File: src/rtl/seq_defs.sv
// Shared definitions for the switch-driven instruction entry sequencer:
// FSM state encodings, the default debounce length and the latched-field record.
package seq_defs;

  localparam int DEBOUNCE_CYCLES_DEF = 500000;

  localparam logic [1:0] S_REG  = 2'd0;
  localparam logic [1:0] S_OP   = 2'd1;
  localparam logic [1:0] S_IMM  = 2'd2;
  localparam logic [1:0] S_EXEC = 2'd3;

  typedef struct packed {
    logic [3:0]  rdest;
    logic [3:0]  rsrc;
    logic [4:0]  opcode;
    logic        imm_s;
    logic [15:0] imm_val;
  } seq_fields_t;

  // Successor of S_OP depends on whether an immediate operand follows.
  function automatic logic [1:0] op_next_state(input logic imm_sel);
    return imm_sel ? S_IMM : S_EXEC;
  endfunction

endpackage

File: src/rtl/btn_debounce.sv
// Active-low push button conditioner: 2-flop synchronizer, stable-level
// debounce counter and a single-cycle press pulse on each accepted 1->0 change.
module btn_debounce
  import seq_defs::*;
#(
  parameter int DEBOUNCE_CYCLES = DEBOUNCE_CYCLES_DEF
) (
  input  logic clk,
  input  logic rst,
  input  logic btn_raw_n,
  output logic press
);

  localparam int CNT_W = (DEBOUNCE_CYCLES < 2) ? 1 : $clog2(DEBOUNCE_CYCLES + 1);
  localparam logic [CNT_W-1:0] CNT_LAST = CNT_W'(DEBOUNCE_CYCLES - 1);

  logic [1:0]       sync_q, sync_d;
  logic [CNT_W-1:0] cnt_q, cnt_d;
  logic             db_q, db_d;
  logic             db_dly_q, db_dly_d;
  logic [1:0]       settle_q, settle_d;
  logic             arm_q, arm_d;
  logic             press_q, press_d;

  always_comb begin
    sync_d   = {sync_q[0], btn_raw_n};
    cnt_d    = '0;
    db_d     = db_q;
    db_dly_d = db_q;
    // A differing level must persist for DEBOUNCE_CYCLES samples; any
    // return to the accepted level drops the count back to zero.
    if (sync_q[1] != db_q) begin
      if (cnt_q == CNT_LAST) begin
        db_d = sync_q[1];
      end else begin
        cnt_d = cnt_q + CNT_W'(1);
      end
    end
    // Arming requires a genuinely released button once the synchronizer holds
    // real samples, so a button held through reset never yields a press.
    settle_d = {settle_q[0], 1'b1};
    arm_d    = arm_q | (settle_q[1] & sync_q[1]);
    press_d  = arm_q & db_dly_q & ~db_q;
  end

  always_ff @(posedge clk or posedge rst) begin
    if (rst) begin
      sync_q   <= 2'b11;
      cnt_q    <= '0;
      db_q     <= 1'b1;
      db_dly_q <= 1'b1;
      settle_q <= 2'b00;
      arm_q    <= 1'b0;
      press_q  <= 1'b0;
    end else begin
      sync_q   <= sync_d;
      cnt_q    <= cnt_d;
      db_q     <= db_d;
      db_dly_q <= db_dly_d;
      settle_q <= settle_d;
      arm_q    <= arm_d;
      press_q  <= press_d;
    end
  end

  assign press = press_q;

endmodule

File: src/rtl/input_sequencer.sv
// Steps the operator through destination/source, opcode, optional immediate
// and execute entries on debounced button presses, latching switch fields.
module input_sequencer
  import seq_defs::*;
#(
  parameter int DEBOUNCE_CYCLES = DEBOUNCE_CYCLES_DEF
) (
  input  logic        clk,
  input  logic        rst,
  input  logic [9:0]  data_input,
  input  logic        btn_n,
  input  logic        btn_clr_n,
  output logic [3:0]  RdestLoc,
  output logic [3:0]  RsrcLoc,
  output logic [4:0]  OpCode,
  output logic        Imm_s,
  output logic [15:0] imm_val,
  output logic        En,
  output logic [1:0]  step
);

  logic        nxt_evt;
  logic        clr_evt;
  logic [1:0]  state_q, state_d;
  seq_fields_t fields_q, fields_d;
  logic        en_q, en_d;

  btn_debounce #(
    .DEBOUNCE_CYCLES(DEBOUNCE_CYCLES)
  ) u_btn_next (
    .clk       (clk),
    .rst       (rst),
    .btn_raw_n (btn_n),
    .press     (nxt_evt)
  );

  btn_debounce #(
    .DEBOUNCE_CYCLES(DEBOUNCE_CYCLES)
  ) u_btn_clr (
    .clk       (clk),
    .rst       (rst),
    .btn_raw_n (btn_clr_n),
    .press     (clr_evt)
  );

  always_comb begin
    state_d  = state_q;
    fields_d = fields_q;
    en_d     = 1'b0;
    // Clear wins over a coincident next press and never touches the fields.
    if (clr_evt) begin
      state_d = S_REG;
    end else if (nxt_evt) begin
      case (state_q)
        S_REG: begin
          fields_d.rdest = data_input[9:6];
          fields_d.rsrc  = data_input[3:0];
          state_d        = S_OP;
        end
        S_OP: begin
          fields_d.opcode = data_input[4:0];
          fields_d.imm_s  = data_input[9];
          state_d         = op_next_state(data_input[9]);
        end
        S_IMM: begin
          fields_d.imm_val = {6'b0, data_input};
          state_d          = S_EXEC;
        end
        default: begin
          en_d    = 1'b1;
          state_d = S_REG;
        end
      endcase
    end
  end

  always_ff @(posedge clk or posedge rst) begin
    if (rst) begin
      state_q  <= S_REG;
      fields_q <= '0;
      en_q     <= 1'b0;
    end else begin
      state_q  <= state_d;
      fields_q <= fields_d;
      en_q     <= en_d;
    end
  end

  assign RdestLoc = fields_q.rdest;
  assign RsrcLoc  = fields_q.rsrc;
  assign OpCode   = fields_q.opcode;
  assign Imm_s    = fields_q.imm_s;
  assign imm_val  = fields_q.imm_val;
  assign En       = en_q;
  assign step     = state_q;

endmodule

File: config.mk
export PLATFORM = sky130hd
export DESIGN_NAME = input_sequencer
export DESIGN_NICKNAME = d
export VERILOG_FILES = /design/src/rtl/seq_defs.sv /design/src/rtl/btn_debounce.sv /design/src/rtl/input_sequencer.sv
export SDC_FILE = /design/constraint.sdc
export NUM_CORES = 1
export LEC_CHECK = 0
export CELL_PAD_IN_SITES_DETAIL_PLACEMENT = 1
export CELL_PAD_IN_SITES_GLOBAL_PLACEMENT = 1
export CORE_MARGIN = 5
export CORE_UTILIZATION = 45
export CTS_BUF_LIST = sky130_fd_sc_hd__clkbuf_2 sky130_fd_sc_hd__clkbuf_4 sky130_fd_sc_hd__clkbuf_8
export DETAILED_ROUTE_END_ITERATION = 7
export PLACE_DENSITY_LB_ADDON = 0.1
export SYNTH_ARGS = -nofsm -noshare
export SYNTH_HDL_FRONTEND = slang
export SYNTH_SLANG_ARGS = --single-unit
export TNS_END_PERCENT = 1
File: constraint.sdc
create_clock -name clk -period 2.7 [get_ports clk]
set_input_delay 0.405 -clock clk [delete_from_list [all_inputs] [get_ports clk]]
set_output_delay 0.405 -clock clk [all_outputs]
set_load 0.005 [all_outputs]
==> qor.yml <==
fin_tns_setup_ps: 0
cts_hold_buf: 0
swShare_pct: 20.74
p_comb_share_pct: 5.8
vias: 2336
reg2reg_slack_ps: 640
htree_levels: 3
startpoint_type: "flop"
num_rows: 31
yosysUniqueCellTypes: 35
power.leakage_nw: 1.737
drt-met1-wl_um: 3125
synth_warnings: 0
fin_crit_sh_pct: 76.40
p_int_w: 0.001879
synth.ff_latch_count: 79
wl_per_cell_um: 16.32
die-width_um: 97.17
clk_path_buf_depth: 2
overflow: 0
syn_area_per_cell_sq_um: 11.67
status: "complete, no violations"
wl_met2_um: 3818
netlist_area_sq_um: 3420
fp.dieH_um: 97.17
port_buffers: 40
timing.final.ws_setup_ps: 637.1
grtUsageTotal_pct: 16.29
hold_depth: 0
hold_path_end: "u_btn_next.sync_q[1]$_DFF_PP1_"
drt_pass1_iterations: 4
insertion_delay_ps: 340
crit_fanout: 11
fin_skew_ps: 9.355
antenna_cells: 0
dp_hpwl_um: 5077
worst_setup_path_end_kind: "flop"
via_per_inst: 5.261
place_inst: 429
path_clk_slew_ps: 80
synthCells: 293
maxCapViolations: 0
dpl_worst_slack_ps: 692.9
power_frac_seq_pct: 52.1
met3_length_um: 189
ir_worst_vdd_mv: 0.3445
cts-resized-gates: 0
final_cell_mix: "dfrtp_1 (71), clkdlybuf4s50_1 (40), nor2_1 (37)"
grt_setup_unrepaired: "no"
nets: 361
drt_wl_total_um: 7248
fmax_ghz: 0.4848
hp-start: "u_btn_next.sync_q[0]$_DFF_PP1_"
ioPinCount: 47
setup_violations: 0
report.final.slew_viol_count: 0
final_common_cell: "dfrtp_1"
core_area_sq_um: 7331
grt_max_degree: 80
syn2layout_area_growth_pct: 21.62
design.die.area_sq_um: 9442
drive_gt1_share_pct: 16.81
start_util_pct: 46.65
grt_pass1_vias: 2527
crit_type: "reg -> reg"
final_cells: 444
cts_buffers: 9
arrival_ps: 2270
reg2reg_from: "u_btn_next.cnt_q[15]$_DFF_PP0_"
hold_violations: 0
r2r-end: "u_btn_next.cnt_q[8]$_DFF_PP0_"
gp_congestion: 0.8326
post-route-drc-count: 0
p_clk_share_pct: 42.1
hold_class: "reg -> reg"
dr.first_iter.drc_count: 64
cts-root-buf: "clkbuf_8"
p_switching_w: 0.0004915
top_layer: "met4"
r2r_cells: 5
ys_seq_area_share_pct: 58.10
cts.sinks: 79
cp.required_ps: 2910
ant_nets: 0
fin_crit_ps: 2063
power_density_nw_per_um2: 570.0
antenna_found_initial: 0
grt_pass1_wl_um: 12540
cts_tree: "done"
post-cts-setup-buffers: 0
## per-layer routing
layer	track usage [%]	vias to the layer above
li1	-	1100
met1	19.29	1196
met2	29.19	30
met3	3.230	10
met4	5.832	0
met5	0	-
## cell type report
type                            count  area [sq um]
Fill cell                         783          3172
Tap cell                           99         123.9
Sequential cell                    79          1987
Multi-Input combinational cell    200          1353
Clock inverter                      3         65.06
Clock buffer                       12         165.2
Inverter                            8         30.03
Timing Repair Buffer               43         435.4
## flip-flops by register name (all words and copies together) (netlist names), 2 cells and up
| name | cells |
|---|---|
| u_btn_next.cnt_q | 19 |
| u_btn_clr.settle_q | 2 |
| OpCode | 5 |
| u_btn_next.sync_q | 2 |
| u_btn_clr.cnt_q | 19 |
| step | 2 |
| RdestLoc | 4 |
| u_btn_clr.sync_q | 2 |
| imm_val | 10 |
| RsrcLoc | 4 |
## critical path, cell delays in order (launching register included)
cell	delay (ps)
dfrtp_1	410
nand3_1	140
or4b_2	660
o21ai_2	410
buf_4	260
a21oi_1	50
## stage by stage
| step | util, % | cell area, sq um | power [W] | hold WS, ps |
|---|---|---|---|---|
| floorplan | - | 3438 | 0.001318 | 331.2 |
| global placement | 53.59 | 3929 | 0.001393 | 333.2 |
| detailed placement | 53.59 | 3929 | 0.001398 | 347.5 |
| CTS | 56.73 | 4159 | 0.002402 | 358.4 |
| global route | 56.73 | 4159 | 0.002474 | 365.2 |
| finish | 56.73 | 4159 | 0.002370 | 357.9 |
## synth_stat cells
master | number | share of area (%)
dfrtp_1 | 71 | 52
nor2_1 | 37 | 4.1
mux2_2 | 26 | 8.6
xor2_1 | 18 | 4.6
nand2_1 | 14 | 1.5
nand3_1 | 12 | 1.8
nand4_1 | 12 | 2.2
a21oi_1 | 10 | 1.5
xnor2_1 | 9 | 2.3
dfstp_2 | 8 | 6.1
inv_1 | 8 | 0.88
o21ai_0 | 7 | 1.0
buf_4 | 6 | 1.3
ha_1 | 6 | 2.2
nor4_1 | 6 | 1.1
or3_1 | 6 | 1.1
and4_1 | 4 | 1.0
buf_2 | 4 | 0.59
or4_1 | 4 | 0.88
a21o_1 | 2 | 0.44
and2_1 | 2 | 0.37
and3_1 | 2 | 0.37
conb_1 | 2 | 0.22
mux2i_1 | 2 | 0.59
nand3_2 | 2 | 0.59
nor2b_1 | 2 | 0.37
nor4b_1 | 2 | 0.51
o31ai_1 | 2 | 0.44
and4_2 | 1 | 0.29
clkbuf_1 | 1 | 0.11
nand2b_1 | 1 | 0.18
nor3_1 | 1 | 0.15
o21ai_1 | 1 | 0.15
o21ai_2 | 1 | 0.26
or4b_2 | 1 | 0.29
## cell families (layout without fill, tap and decap cells)
logic type      Yosys count  count (layout)  share of synthesized area (%)
mux                      28              28                          9.147
flops                    79              79                          58.10
fa+ha+maj                 6               6                          2.195
other cells               2               7                         0.2196
compound gates           23              23                          3.768
xor+xnor                 27              27                          6.916
buf+inv                  19              66                          2.890
simple gates            109             109                          16.76
## worst max-delay path by stage
stage	slack, ps	startpoint	end
5_1_grt	510	u_btn_next.cnt_q[0]$_DFF_PP0_	u_btn_next.cnt_q[18]$_DFF_PP0_
2_1_floorplan	280	rst	En$_DFF_PP0_
6_report	640	u_btn_next.cnt_q[15]$_DFF_PP0_	u_btn_next.cnt_q[8]$_DFF_PP0_
4_1_cts	630	u_btn_next.cnt_q[15]$_DFF_PP0_	u_btn_next.cnt_q[6]$_DFF_PP0_
3_5_place_dp	690	u_btn_next.cnt_q[5]$_DFF_PP0_	u_btn_next.cnt_q[4]$_DFF_PP0_
3_3_place_gp	700	u_btn_next.cnt_q[15]$_DFF_PP0_	u_btn_next.cnt_q[9]$_DFF_PP0_
## power by group through the flow
stage	sequential [W]	clock (W)	combinational [W]
after global placement	0.00126	0	0.000137
after floorplan	0.00126	0	0.0000621
after detailed placement	0.00126	0	0.000140
final	0.00123	0.000999	0.000137
after CTS	0.00123	0.00103	0.000142
after global routing	0.00124	0.00108	0.000153
No activity file was read; power rests on OpenSTA's default activity.
